--- src/rtl/timebase_pkg.sv ---
// Shared types and constants for the timebase scheduler and its counter stages.
package timebase_pkg;

  // Baud-divisor configuration FSM: IDLE accepts a divisor, PENDING waits for
  // the running baud period to finish before applying it.
  typedef enum logic {
    CFG_IDLE    = 1'b0,
    CFG_PENDING = 1'b1
  } cfg_state_t;

  // 50 MHz / (6 * 9600): 6x oversampled 9600 baud.
  localparam int BAUD_DIV_RST_DEFAULT = 868;

  // Clock cycles per tick strobe; CLK_HZ must be an exact multiple of TICK_HZ.
  function automatic int tick_div(input int clk_hz, input int tick_hz);
    return clk_hz / tick_hz;
  endfunction

  // Counter width able to hold 0..max-1, never narrower than one bit.
  function automatic int cnt_width(input int max);
    return (max > 1) ? $clog2(max) : 1;
  endfunction

endpackage

--- src/rtl/timebase_if.sv ---
// Baud-divisor configuration bus between a host and the timebase scheduler.
//
// Handshake: a transfer happens on a rising clk_i edge where cfg_valid_i and
// cfg_ready_o are both high. cfg_div_i is sampled only on that edge. The host
// holds cfg_valid_i and cfg_div_i stable until the transfer happens; the
// scheduler may hold cfg_ready_o low for as long as a divisor is pending.
interface timebase_if #(
  parameter int DIV_W = 16
) ();

  logic             cfg_valid_i;
  logic [DIV_W-1:0] cfg_div_i;
  logic             cfg_ready_o;
  logic             cfg_err_o;
  logic [DIV_W-1:0] cur_div_o;

  modport master (
    output cfg_valid_i,
    output cfg_div_i,
    input  cfg_ready_o,
    input  cfg_err_o,
    input  cur_div_o
  );

  modport slave (
    input  cfg_valid_i,
    input  cfg_div_i,
    output cfg_ready_o,
    output cfg_err_o,
    output cur_div_o
  );

endinterface

--- src/rtl/timebase_strobe_counter.sv ---
// Fixed-modulus counter: counts 0..MAX-1 on enabled cycles and emits a
// registered one-cycle strobe on the wrap edge. i_clr restarts the count and
// takes priority over a simultaneous wrap.
module strobe_counter
  import timebase_pkg::*;
#(
  parameter int MAX = 2
) (
  input  logic clk_i,
  input  logic rst_i,
  input  logic i_en,
  input  logic i_clr,
  output logic o_last,
  output logic o_wrap
);

  localparam int            CW   = cnt_width(MAX);
  localparam logic [CW-1:0] LAST = CW'(MAX - 1);

  logic [CW-1:0] r_cnt;
  logic          r_wrap;

  // o_last lets a following stage count this stage's wraps in the same edge.
  assign o_last = (r_cnt == LAST);
  assign o_wrap = r_wrap;

  // Count, wrap at LAST, strobe only on the wrap edge.
  always_ff @(posedge clk_i or posedge rst_i) begin
    if (rst_i) begin
      r_cnt  <= '0;
      r_wrap <= 1'b0;
    end else if (i_clr) begin
      r_cnt  <= '0;
      r_wrap <= 1'b0;
    end else if (i_en) begin
      if (r_cnt == LAST) begin
        r_cnt  <= '0;
        r_wrap <= 1'b1;
      end else begin
        r_cnt  <= r_cnt + 1'b1;
        r_wrap <= 1'b0;
      end
    end else begin
      r_wrap <= 1'b0;
    end
  end

endmodule

--- src/rtl/timebase_scheduler.sv ---
// Central timebase: a runtime-programmable baud strobe, a TICK_HZ strobe and
// a 1 Hz strobe, all single-cycle clock enables on clk_i. A new baud divisor
// is taken over the config bus and applied only at a baud period boundary.
module timebase_scheduler
  import timebase_pkg::*;
#(
  parameter int CLK_HZ        = 50000000,
  parameter int TICK_HZ       = 1000,
  parameter int TICKS_PER_SEC = 1000,
  parameter int DIV_W         = 16,
  parameter int BAUD_DIV_RST  = BAUD_DIV_RST_DEFAULT
) (
  input  logic        clk_i,
  input  logic        rst_i,
  input  logic        en_i,
  input  logic        sync_i,
  timebase_if.slave   cfg,
  output logic        baud_tick_o,
  output logic        tick_o,
  output logic        sec_tick_o,
  output cfg_state_t  dbg_state_o
);

  localparam int               TICK_DIV = tick_div(CLK_HZ, TICK_HZ);
  localparam logic [DIV_W-1:0] DIV_MIN  = DIV_W'(2);
  localparam logic [DIV_W-1:0] DIV_RST  = DIV_W'(BAUD_DIV_RST);

  cfg_state_t       r_state;
  cfg_state_t       w_state_nxt;
  logic             r_cfg_ready;
  logic             r_cfg_err;
  logic [DIV_W-1:0] r_pend_div;
  logic [DIV_W-1:0] r_cur_div;
  logic [DIV_W-1:0] r_bcnt;
  logic             r_baud_tick;

  logic w_accept;
  logic w_bwrap;
  logic w_apply;
  logic w_tick_last;
  logic w_tick_wrap;
  logic w_sec_wrap;
  logic w_sec_last_unused;

  assign w_accept = cfg.cfg_valid_i & r_cfg_ready;
  // Enabled edge that closes the current baud period.
  assign w_bwrap  = en_i & (r_bcnt == (r_cur_div - DIV_W'(1)));
  assign w_apply  = (r_state == CFG_PENDING) & w_bwrap;

  assign cfg.cfg_ready_o = r_cfg_ready;
  assign cfg.cfg_err_o   = r_cfg_err;
  assign cfg.cur_div_o   = r_cur_div;
  assign baud_tick_o     = r_baud_tick;
  assign tick_o          = w_tick_wrap;
  assign sec_tick_o      = w_sec_wrap;
  assign dbg_state_o     = r_state;

  // Config FSM next state: accept in IDLE, release at the apply edge.
  always_comb begin
    w_state_nxt = r_state;
    case (r_state)
      CFG_IDLE:    if (w_accept) w_state_nxt = CFG_PENDING;
      CFG_PENDING: if (w_bwrap)  w_state_nxt = CFG_IDLE;
      default:     w_state_nxt = CFG_IDLE;
    endcase
  end

  // Config FSM state register; ready is registered from the next state.
  always_ff @(posedge clk_i or posedge rst_i) begin
    if (rst_i) begin
      r_state     <= CFG_IDLE;
      r_cfg_ready <= 1'b1;
    end else begin
      r_state     <= w_state_nxt;
      r_cfg_ready <= (w_state_nxt == CFG_IDLE);
    end
  end

  // Capture an accepted divisor, clamping values below 2 and flagging it.
  always_ff @(posedge clk_i or posedge rst_i) begin
    if (rst_i) begin
      r_pend_div <= DIV_RST;
      r_cfg_err  <= 1'b0;
    end else if (w_accept) begin
      r_pend_div <= (cfg.cfg_div_i < DIV_MIN) ? DIV_MIN : cfg.cfg_div_i;
      r_cfg_err  <= (cfg.cfg_div_i < DIV_MIN);
    end else begin
      r_cfg_err  <= 1'b0;
    end
  end

  // Baud counter; a pending divisor takes effect only on a wrap edge so the
  // outgoing period always runs to its full length.
  always_ff @(posedge clk_i or posedge rst_i) begin
    if (rst_i) begin
      r_bcnt      <= '0;
      r_cur_div   <= DIV_RST;
      r_baud_tick <= 1'b0;
    end else if (en_i) begin
      if (w_bwrap) begin
        r_bcnt      <= '0;
        r_baud_tick <= 1'b1;
        if (w_apply) r_cur_div <= r_pend_div;
      end else begin
        r_bcnt      <= r_bcnt + DIV_W'(1);
        r_baud_tick <= 1'b0;
      end
    end else begin
      r_baud_tick <= 1'b0;
    end
  end

  strobe_counter #(
    .MAX (TICK_DIV)
  ) u_tick (
    .clk_i  (clk_i),
    .rst_i  (rst_i),
    .i_en   (en_i),
    .i_clr  (sync_i),
    .o_last (w_tick_last),
    .o_wrap (w_tick_wrap)
  );

  // Seconds stage advances on the same edge the tick stage wraps, so both
  // strobes coincide when the seconds count rolls over.
  strobe_counter #(
    .MAX (TICKS_PER_SEC)
  ) u_sec (
    .clk_i  (clk_i),
    .rst_i  (rst_i),
    .i_en   (en_i & w_tick_last),
    .i_clr  (sync_i),
    .o_last (w_sec_last_unused),
    .o_wrap (w_sec_wrap)
  );

endmodule

--- src/flat_wrapper.sv ---
// flat-port wrapper written by rule: the top's interface ports become plain ports
module timebase_scheduler_flat import timebase_pkg::*;
#(
  parameter int CLK_HZ        = 50000000,
  parameter int TICK_HZ       = 1000,
  parameter int TICKS_PER_SEC = 1000,
  parameter int DIV_W         = 16,
  parameter int BAUD_DIV_RST  = BAUD_DIV_RST_DEFAULT
)
  (clk_i, rst_i, en_i, sync_i, baud_tick_o, tick_o, sec_tick_o, dbg_state_o, cfg_cfg_valid_i, cfg_cfg_div_i, cfg_cfg_ready_o, cfg_cfg_err_o, cfg_cur_div_o);
  timebase_if #(.DIV_W(DIV_W)) cfg_i ();
  input  logic clk_i;
  input  logic rst_i;
  input  logic en_i;
  input  logic sync_i;
  output logic baud_tick_o;
  output logic tick_o;
  output logic sec_tick_o;
  output cfg_state_t dbg_state_o;
  input wire logic [$bits(cfg_i.cfg_valid_i)-1:0] cfg_cfg_valid_i;
  input wire logic [$bits(cfg_i.cfg_div_i)-1:0] cfg_cfg_div_i;
  output wire logic [$bits(cfg_i.cfg_ready_o)-1:0] cfg_cfg_ready_o;
  output wire logic [$bits(cfg_i.cfg_err_o)-1:0] cfg_cfg_err_o;
  output wire logic [$bits(cfg_i.cur_div_o)-1:0] cfg_cur_div_o;
  assign cfg_i.cfg_valid_i = cfg_cfg_valid_i;
  assign cfg_i.cfg_div_i = cfg_cfg_div_i;
  assign cfg_cfg_ready_o = cfg_i.cfg_ready_o;
  assign cfg_cfg_err_o = cfg_i.cfg_err_o;
  assign cfg_cur_div_o = cfg_i.cur_div_o;
  timebase_scheduler #(.CLK_HZ(CLK_HZ), .TICK_HZ(TICK_HZ), .TICKS_PER_SEC(TICKS_PER_SEC), .DIV_W(DIV_W), .BAUD_DIV_RST(BAUD_DIV_RST)) u_core (.clk_i(clk_i), .rst_i(rst_i), .en_i(en_i), .sync_i(sync_i), .cfg(cfg_i), .baud_tick_o(baud_tick_o), .tick_o(tick_o), .sec_tick_o(sec_tick_o), .dbg_state_o(dbg_state_o));
endmodule
--- config.mk ---
export PLATFORM = sky130hd
export DESIGN_NAME = timebase_scheduler_flat
export DESIGN_NICKNAME = d
export VERILOG_FILES = /design/src/rtl/timebase_pkg.sv /design/src/rtl/timebase_if.sv /design/src/rtl/timebase_strobe_counter.sv /design/src/rtl/timebase_scheduler.sv /design/src/flat_wrapper.sv
export SDC_FILE = /design/constraint.sdc
export NUM_CORES = 1
export LEC_CHECK = 0
export ABC_AREA = 1
export CAP_MARGIN = 25
export CORE_MARGIN = 1.5
export CORE_UTILIZATION = 62
export CTS_CLUSTER_SIZE = 10
export DETAILED_ROUTE_END_ITERATION = 16
export PLACE_DENSITY = 0.86
export SLEW_MARGIN = 20
export SYNTH_ARGS = -nofsm -noshare
export SYNTH_HDL_FRONTEND = slang
export SYNTH_SLANG_ARGS = --single-unit
--- constraint.sdc ---
create_clock -name clk_i -period 8.35 [get_ports clk_i]
set_clock_uncertainty 0.2 [all_clocks]
set_input_delay 1.67 -clock clk_i [delete_from_list [all_inputs] [get_ports clk_i]]
set_output_delay 1.67 -clock clk_i [all_outputs]
set_load 0.03 [all_outputs]
==> out/metrics.yaml, run 1 <==
floorplanning:
  ios: 43
  start_util_pct: 64.95
  dieArea_um2: 7714
  dieWidth_um: 87.83
  rows: 30
  chipHeight_um: 87.83
  core_area_um2: 6869
logic_synthesis:
  netlist_area_um2: 4462
  synth_ff_type: "dfrtp_1"
  ys_seq_area_share_pct: 45.18
  ys_ff_latch: 80
  synth_area_leaders: "dfrtp_1 39%, nand2_1 15%, dfstp_2 6.5%, inv_1 5.7%, nor2_1 5.6%"
  syn-num-nets: 609
  ys_warn_count: 0
  ys_types: 41
  synth_edf_count: 0
  synth_top_cell_by_area: "dfrtp_1"
  ys_async_sr_fraction_pct: 100.0
  syn_avg_cell_area_um2: 7.640
  synth_commonest_cells: "177 x nand2_1, 69 x dfrtp_1, 68 x inv_1, 67 x nor2_1, 31 x nand3_1"
  syn-instance-count: 584
  synth_most_common_cell: "nand2_1"
  synth_top_area_share_pct: 38.70
min_path:
  hp-class: "reg2reg"
global_route:
  grt_pass1_vias: 3862
  grt_max_degree: 81
  grt_use_total_pct: 28.94
  grt_pass1_wl_mm: 17.34
  grt-ovfl-total: 0
  antenna_found_initial: 0
sta:
  slew_viol_final: 0
  setup_viol: 0
  timing.fmax_mhz: 258.3
  min_period_ns: 3.872
  hold_viol: 0
  period_share_pct: 46.37
  setup_slack_ns: 4.478
  tns_ns: 0
  worst_pin_slew_ns: 0.6628
  relSlewSlack_pct: 55.81
  rsz0062_at_grt: "false"
placement:
  gp_congestion: 0.8776
  place_ws_ns: 4.175
  dp_hpwl_mm: 7.426
  placed_cell_area_um2: 4956
  port_buffers: 42
  dp_cells: 713
route:
  vias: 4072
  wl_mm: 10.22
  drc_errors: 0
  drt-initial-drc-count: 366
  dr.pass1.iters: 5
  wl_per_cell_um: 14.00
  ant_nets: 0
  vias_per_cell: 5.578
power_and_ir_drop:
  power_density_nw_per_um2: 182.8
  peakVddDrop_mv: 0.1384
  power.leakage_nw: 2.597
final_layout:
  n_antenna_cell: 0
  final_nets: 654
  design_area_um2: 5154
  fin_cells: 730
  fin_util_pct: 75.03
  drive_gt1_share_pct: 7.256
  syn2layout_area_growth_pct: 15.51
worst_setup_path:
  required_ns: 8.38
  end_kind: "register"
  crit_type: "in2reg"
  cp.arrival_ns: 3.91
  crit_path_max_fanout: 19
  start_kind: "primary input"
clocking:
  cts_resized: 0
  clkLatencyLatePin_ns: 0.35
  cts_max_level: 3
  cts_root_buf: "clkbuf_8"
  clkTransAtPathRegs_ns: 0.08
  cts_tree: "done"
  clock-sinks: 80
  cts_buffers: 9
  clk_path_buf_depth: 2
  hold_buffers: 0
  cts_setup_buffers: 0
run_status:
  status: "complete, no violations"
flow_run:
  cap_violations: 0
-- area by class of cell --
type / count / area, um2
multi-input cells: 424 / 2128
flip-flops and latches: 80 / 2016
fillers: 517 / 1715
repair buffers: 44 / 447.9
inverters: 70 / 264.0
clock buffers: 13 / 160.2
well taps: 96 / 120.1
clock inverters: 3 / 17.52
-- worst max-delay path, cell delays in order --
cell	delay, ns
clkdlybuf4s50_1	0.60
inv_1	0.18
a21oi_1	0.16
o211ai_1	0.11
nor2_1	0.15
nand3_1	0.13
nor2_4	0.40
nand2_2	0.29
inv_1	0.14
nor2_1	0.07
-- cell families after synthesis --
family	after synthesis	share of synthesized area, %
simple gates	351	35.81
buf+inv	80	7.122
flops	80	45.18
compound gates	43	5.665
xor+xnor	26	5.104
fa+ha+maj	4	1.122
-- cell usage in the layout, fill, tap and decap left out, types with 4 or more instances in the layout --
master	instances
nand3b_1	4
o22ai_1	4
xor2_1	21
dfstp_2	11
a21oi_1	12
nor2_4	5
nand2_2	5
nand3_1	31
nor2_1	67
clkdlybuf4s50_1	42
nand4_1	28
dfrtp_1	69
nor3_1	15
nand2_1	177
nor4_1	4
xnor2_1	5
inv_1	67
o21ai_0	14
ha_1	4
clkbuf_8	9
-- report_power, final --
part / internal, W / total [W] / switching [W] / leakage, nW
Clock: 0.000126 / 0.000264 / 0.000139 / 0.0885
Combinational: 0.0000734 / 0.000184 / 0.000111 / 1.49
Sequential: 0.000443 / 0.000494 / 0.0000507 / 1.02
Total: 0.000642 / 0.000942 / 0.000300 / 2.60
-- sequential cells by signal, indices dropped and copies added (netlist names) --
signal / cells
u_core.u_sec.o_wrap: 1
u_core.cfg.cfg_ready_o: 1
u_core.u_tick.o_wrap: 1
u_core.dbg_state_o: 1
u_core.u_tick.r_cnt: 16
u_core.cfg.cfg_err_o: 1
u_core.cfg.cur_div_o: 16
u_core.baud_tick_o: 1
u_core.r_pend_div: 16
u_core.r_bcnt: 16
u_core.u_sec.r_cnt: 10
-- through the flow --
stage	total power [W]	hold WS, ns
after floorplan	0.0006255	0.2485
after global placement	0.0006711	0.2614
after detailed placement	0.0006812	0.2647
after CTS	0.0009444	0.2781
after global routing	0.0009999	0.2986
final	0.0009423	0.2812
-- metal layers --
layer	wire length, um	share of wire (%)	GRT usage (%)	vias to the layer above
met3	592	5.8	4.995	18
li1	-	-	-	1975
met5	0	0	0	-
met1	4521	44	38.58	1932
met2	4950	48	48.44	147
met4	153	1.5	8.802	0
-- final timing paths --
check / cells past startpoint / slack [ns] / start / to
setup / recovery: 10 / 4.48 / en_i / u_core.r_bcnt[15]$_DFFE_PP0P_
hold / removal: 2 / 0.28 / u_core.r_pend_div[5]$_DFFE_PP1P_ / u_core.r_pend_div[5]$_DFFE_PP1P_
setup reg to reg: 13 / 5.65 / u_core.cfg.cur_div_o[0]$_DFFE_PP0P_ / u_core.r_bcnt[15]$_DFFE_PP0P_
hold reg to reg: 2 / 0.28 / u_core.r_pend_div[5]$_DFFE_PP1P_ / u_core.r_pend_div[5]$_DFFE_PP1P_
max in group asynchronous: 4 / 5.73 / rst_i / u_core.cfg.cfg_ready_o$_DFF_PP1_
min in group asynchronous: 3 / 1.56 / rst_i / u_core.u_sec.r_cnt[8]$_DFFE_PP0P_
No activity file was read; power rests on OpenSTA's default activity.
==> run 2, diff against run 1 <==
--- a/config.mk
+++ b/config.mk
@@ -8,10 +8,10 @@
 export ABC_AREA = 1
 export CAP_MARGIN = 25
 export CORE_MARGIN = 1.5
-export CORE_UTILIZATION = 62
+export CORE_UTILIZATION = 58
 export CTS_CLUSTER_SIZE = 10
 export DETAILED_ROUTE_END_ITERATION = 16
-export PLACE_DENSITY = 0.86
+export PLACE_DENSITY = 0.81
 export SLEW_MARGIN = 20
 export SYNTH_ARGS = -nofsm -noshare
 export SYNTH_HDL_FRONTEND = slang
==> constraint.sdc (replaced) <==
create_clock -name clk_i -period 3.9 [get_ports clk_i]
set_clock_uncertainty 0.2 [all_clocks]
set_input_delay 0.78 -clock clk_i [delete_from_list [all_inputs] [get_ports clk_i]]
set_output_delay 0.78 -clock clk_i [all_outputs]
set_load 0.03 [all_outputs]
==> run 2 against run 1 <==
  * Register-to-register slack got worse by 4.5 ns
  * Highest routed layer unchanged
  * Die area increased by 6.7%
  * Sequential share of layout area decreased by 0.066 points
  * Critical endpoint is now u_core.cfg.cur_div_o[4]$_DFFE_PP0P_
  * Non-clock buffer count unchanged
==> out/metrics.yaml, run 2 (same netlist as run 1, synthesis figures left out) <==
power_and_ir_drop:
  peakVddDrop_mv: 0.2260  # +63%
  power.leakage_nw: 2.599  # about the same
  power_density_nw_per_um2: 395.3  # +120%
sta:
  timing.fmax_mhz: 347.6
  period_share_pct: 73.77
  rsz0062_at_grt: "false"
  slew_viol_final: 0  # unchanged
  min_period_ns: 2.877
  tns_ns: 0  # unchanged
  relSlewSlack_pct: 54.41  # -1.4 points
  worst_pin_slew_ns: 0.6823  # +0.01955 ns
  setup_viol: 0  # unchanged
  hold_viol: 0  # unchanged
worst_setup_path:
  worstPathCellList: "clkdlybuf4s50_1 > inv_1 > a21oi_1 > o211ai_1 > nor2_1 > nand3_1 > nor2_4 > buf_4 > nand3_4 > nand2_1 > nand2_1"
  crit_type: "in2reg"
  reg2reg_slack_ns: 1.16  # -4.49 ns
  cpMostUsedCell: "nand2_1"
  cp.arrival_ns: 2.91  # -1.00 ns
  start_kind: "primary input"
  crit_path_max_incr_delay_ns: 0.60  # about the same
  end_kind: "register"
  critPathSlowestCell: "clkdlybuf4s50_1"
  crit_path_max_fanout: 18  # -1
  required_ns: 3.93  # -4.45 ns
  regToRegEndpoint: "u_core.r_bcnt[14]$_DFFE_PP0P_"
  regToRegStartpoint: "u_core.cfg.cur_div_o[0]$_DFFE_PP0P_"
  reg2reg_depth: 13  # unchanged
final_layout:
  final_cell_mix: "177 x nand2_1, 69 x dfrtp_1, 67 x nor2_1, 67 x inv_1, 42 x clkdlybuf4s50_1"
  final_nets: 654  # unchanged
  drive_gt1_share_pct: 7.256  # unchanged
  fillers: 589  # +14%
  syn2layout_area_growth_pct: 15.70
  n_antenna_cell: 0  # unchanged
  layout_commonest_cell: "nand2_1"
  design_area_um2: 5162  # +0.17%
floorplanning:
  dieArea_um2: 8228  # +6.7%
  dieWidth_um: 90.71  # +3.3%
  chipHeight_um: 90.71  # +3.3%
  rows: 31  # +3.3%
  start_util_pct: 60.86  # -4.1 points
  core_area_um2: 7331  # +6.7%
  ios: 43  # unchanged
route:
  dr.pass1.iters: 5  # unchanged
  vias: 3998  # -1.8%
  vias_per_cell: 5.454  # -2.2%
  wl_mm: 9.923  # -2.9%
  ant_nets: 0  # unchanged
  wl_per_cell_um: 13.54  # -3.3%
  drt-initial-drc-count: 275  # -25%
  drc_errors: 0  # unchanged
clocking:
  clock-sinks: 80  # unchanged
  cts_tree: "done"
  cts_setup_buffers: 0  # unchanged
  cts_root_buf: "clkbuf_8"
  clkLatencyLatePin_ns: 0.35  # about the same
  clkTransAtPathRegs_ns: 0.07  # about the same
  hold_buffers: 0  # unchanged
  cts_buffers: 9  # unchanged
  cts_max_level: 3  # unchanged
  clk_path_buf_depth: 2  # unchanged
  cts_resized: 0  # unchanged
flow_run:
  cap_violations: 0  # unchanged
placement:
  dp_hpwl_mm: 7.215  # -2.8%
  port_buffers: 42  # unchanged
  placed_cell_area_um2: 4980  # +0.48%
  gp_congestion: 0.9518  # +8.5%
global_route:
  grt_max_degree: 81  # unchanged
  grt-ovfl-total: 0  # unchanged
  grt_use_total_pct: 26.07  # -2.9 points
  antenna_found_initial: 0  # unchanged
  grt_pass1_vias: 3847  # -0.39%
  grt_pass1_wl_mm: 17.35  # about the same
min_path:
  hold_end: "u_core.r_pend_div[6]$_DFFE_PP1P_"
  min_from: "u_core.r_pend_div[6]$_DFFE_PP1P_"
  hp-class: "reg2reg"
  holdPathStages: 2  # unchanged
run_status:
  status: "complete, no violations"
[run 2: worst max-delay path by stage]
stage	from	to	slack, ns	cells after the start
global route	en_i	u_core.cfg.cur_div_o[15]$_DFFE_PP0P_	0.74	11
finish	en_i	u_core.cfg.cur_div_o[4]$_DFFE_PP0P_	1.02	11
detailed placement	en_i	u_core.cfg.cur_div_o[4]$_DFFE_PP0P_	0.70	11
CTS	u_core.dbg_state_o$_DFF_PP0_	dbg_state_o	1.02	1
floorplan	rst_i	u_core.baud_tick_o$_DFF_PP0_	0.89	1
global placement	en_i	u_core.cfg.cur_div_o[13]$_DFFE_PP0P_	0.78	11
[run 2: layout make-up]
| cell class | count | area (um2) | share of cell area [%] |
|---|---|---|---|
| multi-input cells | 424 | 2128 | 41.23 |
| flip-flops and latches | 80 | 2016 | 39.05 |
| repair buffers | 44 | 447.9 | 8.677 |
| inverters | 70 | 264.0 | 5.114 |
| clock buffers | 12 | 135.1 | 2.618 |
| well taps | 99 | 123.9 | 2.399 |
| clock inverters | 4 | 47.55 | 0.9210 |
[run 2: power breakdown]
part | internal (W) | switching (W) | total [W]
Combinational | 0.000157 | 0.000238 | 0.000394
Sequential | 0.000949 | 0.000106 | 0.00105
Clock | 0.000295 | 0.000297 | 0.000592
Total | 0.00140 | 0.000640 | 0.00204
[run 2: metal layers]
layer	track usage (%)	routed length, um
met5	0	0
met4	8.466	170
met3	5.892	525
met2	40.35	4567
met1	36.21	4658
[run 2: metrics by stage]
step | power (W) | setup WS (ns) | cells | util, % | hold WS, ns
after floorplan | 0.001339 | 0.8865 | 584 | - | 0.2485
after global placement | 0.001445 | 0.7821 | 717 | 67.93 | 0.2605
after detailed placement | 0.001461 | 0.6980 | 717 | 67.93 | 0.2603
after CTS | 0.002052 | 1.020 | 733 | 70.42 | 0.2710
after global routing | 0.002157 | 0.7430 | 733 | 70.42 | 0.2818
final | 0.002041 | 1.023 | 733 | 70.42 | 0.2680
[run 2: critical path: cells and delay by family]
| kind | cells | cell delay [ns] |
|---|---|---|
| buf+inv | 3 | 1.02 |
| simple gates | 6 | 0.84 |
| compound gates | 2 | 0.25 |
==> run 3, diff against run 2 <==
--- a/config.mk
+++ b/config.mk
@@ -8,10 +8,10 @@
 export ABC_AREA = 1
 export CAP_MARGIN = 25
 export CORE_MARGIN = 1.5
-export CORE_UTILIZATION = 58
+export CORE_UTILIZATION = 52
 export CTS_CLUSTER_SIZE = 10
 export DETAILED_ROUTE_END_ITERATION = 16
-export PLACE_DENSITY = 0.81
+export PLACE_DENSITY = 0.76
 export SLEW_MARGIN = 20
 export SYNTH_ARGS = -nofsm -noshare
 export SYNTH_HDL_FRONTEND = slang
==> constraint.sdc (replaced) <==
create_clock -name clk_i -period 2.5 [get_ports clk_i]
set_clock_uncertainty 0.2 [all_clocks]
set_input_delay 0.5 -clock clk_i [delete_from_list [all_inputs] [get_ports clk_i]]
set_output_delay 0.5 -clock clk_i [all_outputs]
set_load 0.03 [all_outputs]
==> run 3 against run 2 <==
  * Core utilization shrank 4.4 points
  * Sequential cell count did not move
  * Clock-buffer cell count decreased by 2
  * First-iteration DRC count decreased by 4.7%
  * Die area up 11%
  * Highest routed layer unchanged
  * Sequential power grew 58%
  * Clock power is 86% higher
  * Critical path depth grew 2
==> out/metrics.yaml, run 3 (same netlist as run 1, synthesis figures left out) <==
worst_setup_path:
  reg2reg_slack_ns: 0.08  # -1.08 ns
  cp.depth: 13  # +2
  crit_end: "u_core.cfg.cur_div_o[1]$_DFFE_PP0P_"
  cpMostUsedCell: "nand2_1"
  cp.arrival_ns: 2.50  # -0.41 ns
  required_ns: 2.59  # -1.34 ns
  crit_type: "reg2reg"
  crit_path_max_fanout: 8  # -10
  regToRegEndpoint: "u_core.cfg.cur_div_o[1]$_DFFE_PP0P_"
  crit_family: "simple AND/OR/NAND/NOR gates"
  crit_path_max_incr_delay_ns: 0.42  # -0.18 ns
  end_kind: "register"
  startpoint: "u_core.cfg.cur_div_o[0]$_DFFE_PP0P_"
  critPathSlowestCell: "dfrtp_1"
  regToRegStartpoint: "u_core.cfg.cur_div_o[0]$_DFFE_PP0P_"
  start_kind: "register"
  worstPathCellList: "inv_2 > ha_2 > nand2_4 > nor2_4 > nand2_1 > nand2_1 > nand2_1 > nor2_2 > nand3_4 > nor2_8 > clkbuf_16 > nand4_1 > nand2_1"
  path_buf_inv: 2  # -1
  reg2reg_depth: 13  # unchanged
final_layout:
  drive_gt1_share_pct: 11.72  # +4.5 points
  syn2layout_area_growth_pct: 22.13
  final_nets: 677  # +3.5%
  fin_cells: 762  # +4.0%
  final_cell_mix: "177 x nand2_1, 67 x dfrtp_1, 66 x nor2_1, 66 x inv_1, 42 x clkdlybuf4s50_1"
  n_antenna_cell: 0  # unchanged
  fin_util_pct: 65.98  # -4.4 points
  design_area_um2: 5449  # +5.6%
  fillers: 685  # +16%
  layout_commonest_cell: "nand2_1"
route:
  drt-initial-drc-count: 262  # -4.7%
  wl_per_cell_um: 14.98  # +11%
  ant_nets: 0  # unchanged
  dr.pass1.iters: 5  # unchanged
  vias_per_cell: 5.467  # +0.24%
  drc_errors: 0  # unchanged
  vias: 4166  # +4.2%
  wl_mm: 11.42  # +15%
global_route:
  grt_max_degree: 42  # -48%
  grt-ovfl-total: 0  # unchanged
  grt_pass1_vias: 3799  # -1.2%
  antenna_found_initial: 0  # unchanged
  grt_pass1_wl_mm: 17.95  # +3.5%
  grt_use_total_pct: 25.60  # -0.47 points
sta:
  period_share_pct: 96.71
  setup_viol: 0  # unchanged
  relSlewSlack_pct: 60.31  # +5.9 points
  hold_viol: 0  # unchanged
  min_period_ns: 2.418
  slew_viol_final: 0  # unchanged
  timing.fmax_mhz: 413.6
  worst_pin_slew_ns: 0.5940  # -0.08833 ns
  setup_slack_ns: 0.08235  # -0.9406 ns
placement:
  place_ws_ns: -0.01088  # -0.7089 ns
  port_buffers: 42  # unchanged
  dp_hpwl_mm: 7.807  # +8.2%
  placed_cell_area_um2: 5105  # +2.5%
  dp_cells: 740  # +3.2%
  gp_congestion: 0.8728  # -8.3%
clocking:
  cts_max_level: 3  # unchanged
  clkTransAtPathRegs_ns: 0.08  # about the same
  cts_tree: "done"
  cts_buffers: 9  # unchanged
  hold_buffers: 0  # unchanged
  clkLatencyLatePin_ns: 0.35  # about the same
  clk_path_buf_depth: 2  # unchanged
  clock-sinks: 80  # unchanged
  cts_root_buf: "clkbuf_8"
power_and_ir_drop:
  power.leakage_nw: 2.722  # +4.7%
  peakVddDrop_mv: 0.4316  # +91%
  power_density_nw_per_um2: 622.6  # +57%
  p_total_w: 0.003393  # +66%
run_status:
  status: "complete, no violations"
floorplanning:
  ios: 43  # unchanged
  dieWidth_um: 95.63  # +5.4%
  chipHeight_um: 95.63  # +5.4%
  dieArea_um2: 9145  # +11%
  core_area_um2: 8258  # +13%
  rows: 33  # +6.5%
  start_util_pct: 54.03  # -6.8 points
min_path:
  hp-class: "reg2reg"
  min_from: "u_core.r_pend_div[6]$_DFFE_PP1P_"
flow_run:
  cap_violations: 0  # unchanged
==> run 3: area by class of cell <==
| type | count | area (um2) | area share, % |
|---|---|---|---|
| Multi-Input combinational cell | 426 | 2180 | 40.00 |
| Sequential cell | 80 | 2018 | 37.04 |
| Timing Repair Buffer | 65 | 623.1 | 11.44 |
| Inverter | 70 | 266.5 | 4.891 |
| Clock buffer | 10 | 137.6 | 2.526 |
| Tap cell | 105 | 131.4 | 2.411 |
| Clock inverter | 6 | 92.59 | 1.699 |
==> run 3: worst min-delay path: cells and delay by family, from the launching register on <==
kind,cells,cell delay [ns]
flip-flops,1,0.38
AND/OR/NAND/NOR,2,0.11
==> run 3: power breakdown <==
group	switching [W]	total, W	internal (W)	leakage [nW]
Clock	0.000503	0.00110	0.000593	0.109
Combinational	0.000386	0.000641	0.000255	1.60
Sequential	0.000175	0.00166	0.00148	1.01
==> run 3: worst min path at each step <==
stage / endpoint / cells past startpoint
after floorplan: u_core.r_pend_div[2]$_DFFE_PP1P_ / 2
after detailed placement: u_core.r_pend_div[7]$_DFFE_PP0P_ / 2
after CTS: u_core.r_pend_div[6]$_DFFE_PP1P_ / 2
after global routing: u_core.r_pend_div[6]$_DFFE_PP1P_ / 2
final: u_core.r_pend_div[6]$_DFFE_PP1P_ / 2
after global placement: u_core.r_pend_div[9]$_DFFE_PP1P_ / 2
==> run 3: metrics by stage <==
step           TNS [ns]  hold slack [ns]
2_1_floorplan         0           0.2485
3_3_place_gp          0           0.2595
3_5_place_dp   -0.01088           0.2667
4_1_cts               0           0.2817
5_1_grt         -0.3304           0.2888
6_report              0           0.2796
==> run 3: per-layer routing <==
layer	wire length, um	share of wire, %	global-route usage [%]	vias to the layer above
li1	-	-	-	2026
met1	5337	47	36.84	2001
met2	5439	48	39.26	127
met3	514	4.5	4.147	12
met4	125	1.1	8.456	0
met5	0	0	0	-
==> run 3: what timing repair did <==
action,CTS,global route
endpoints found under the hold margin,0,0
endpoints found under the setup margin,0,34
setup buffers,0,3
resized for setup,0,12
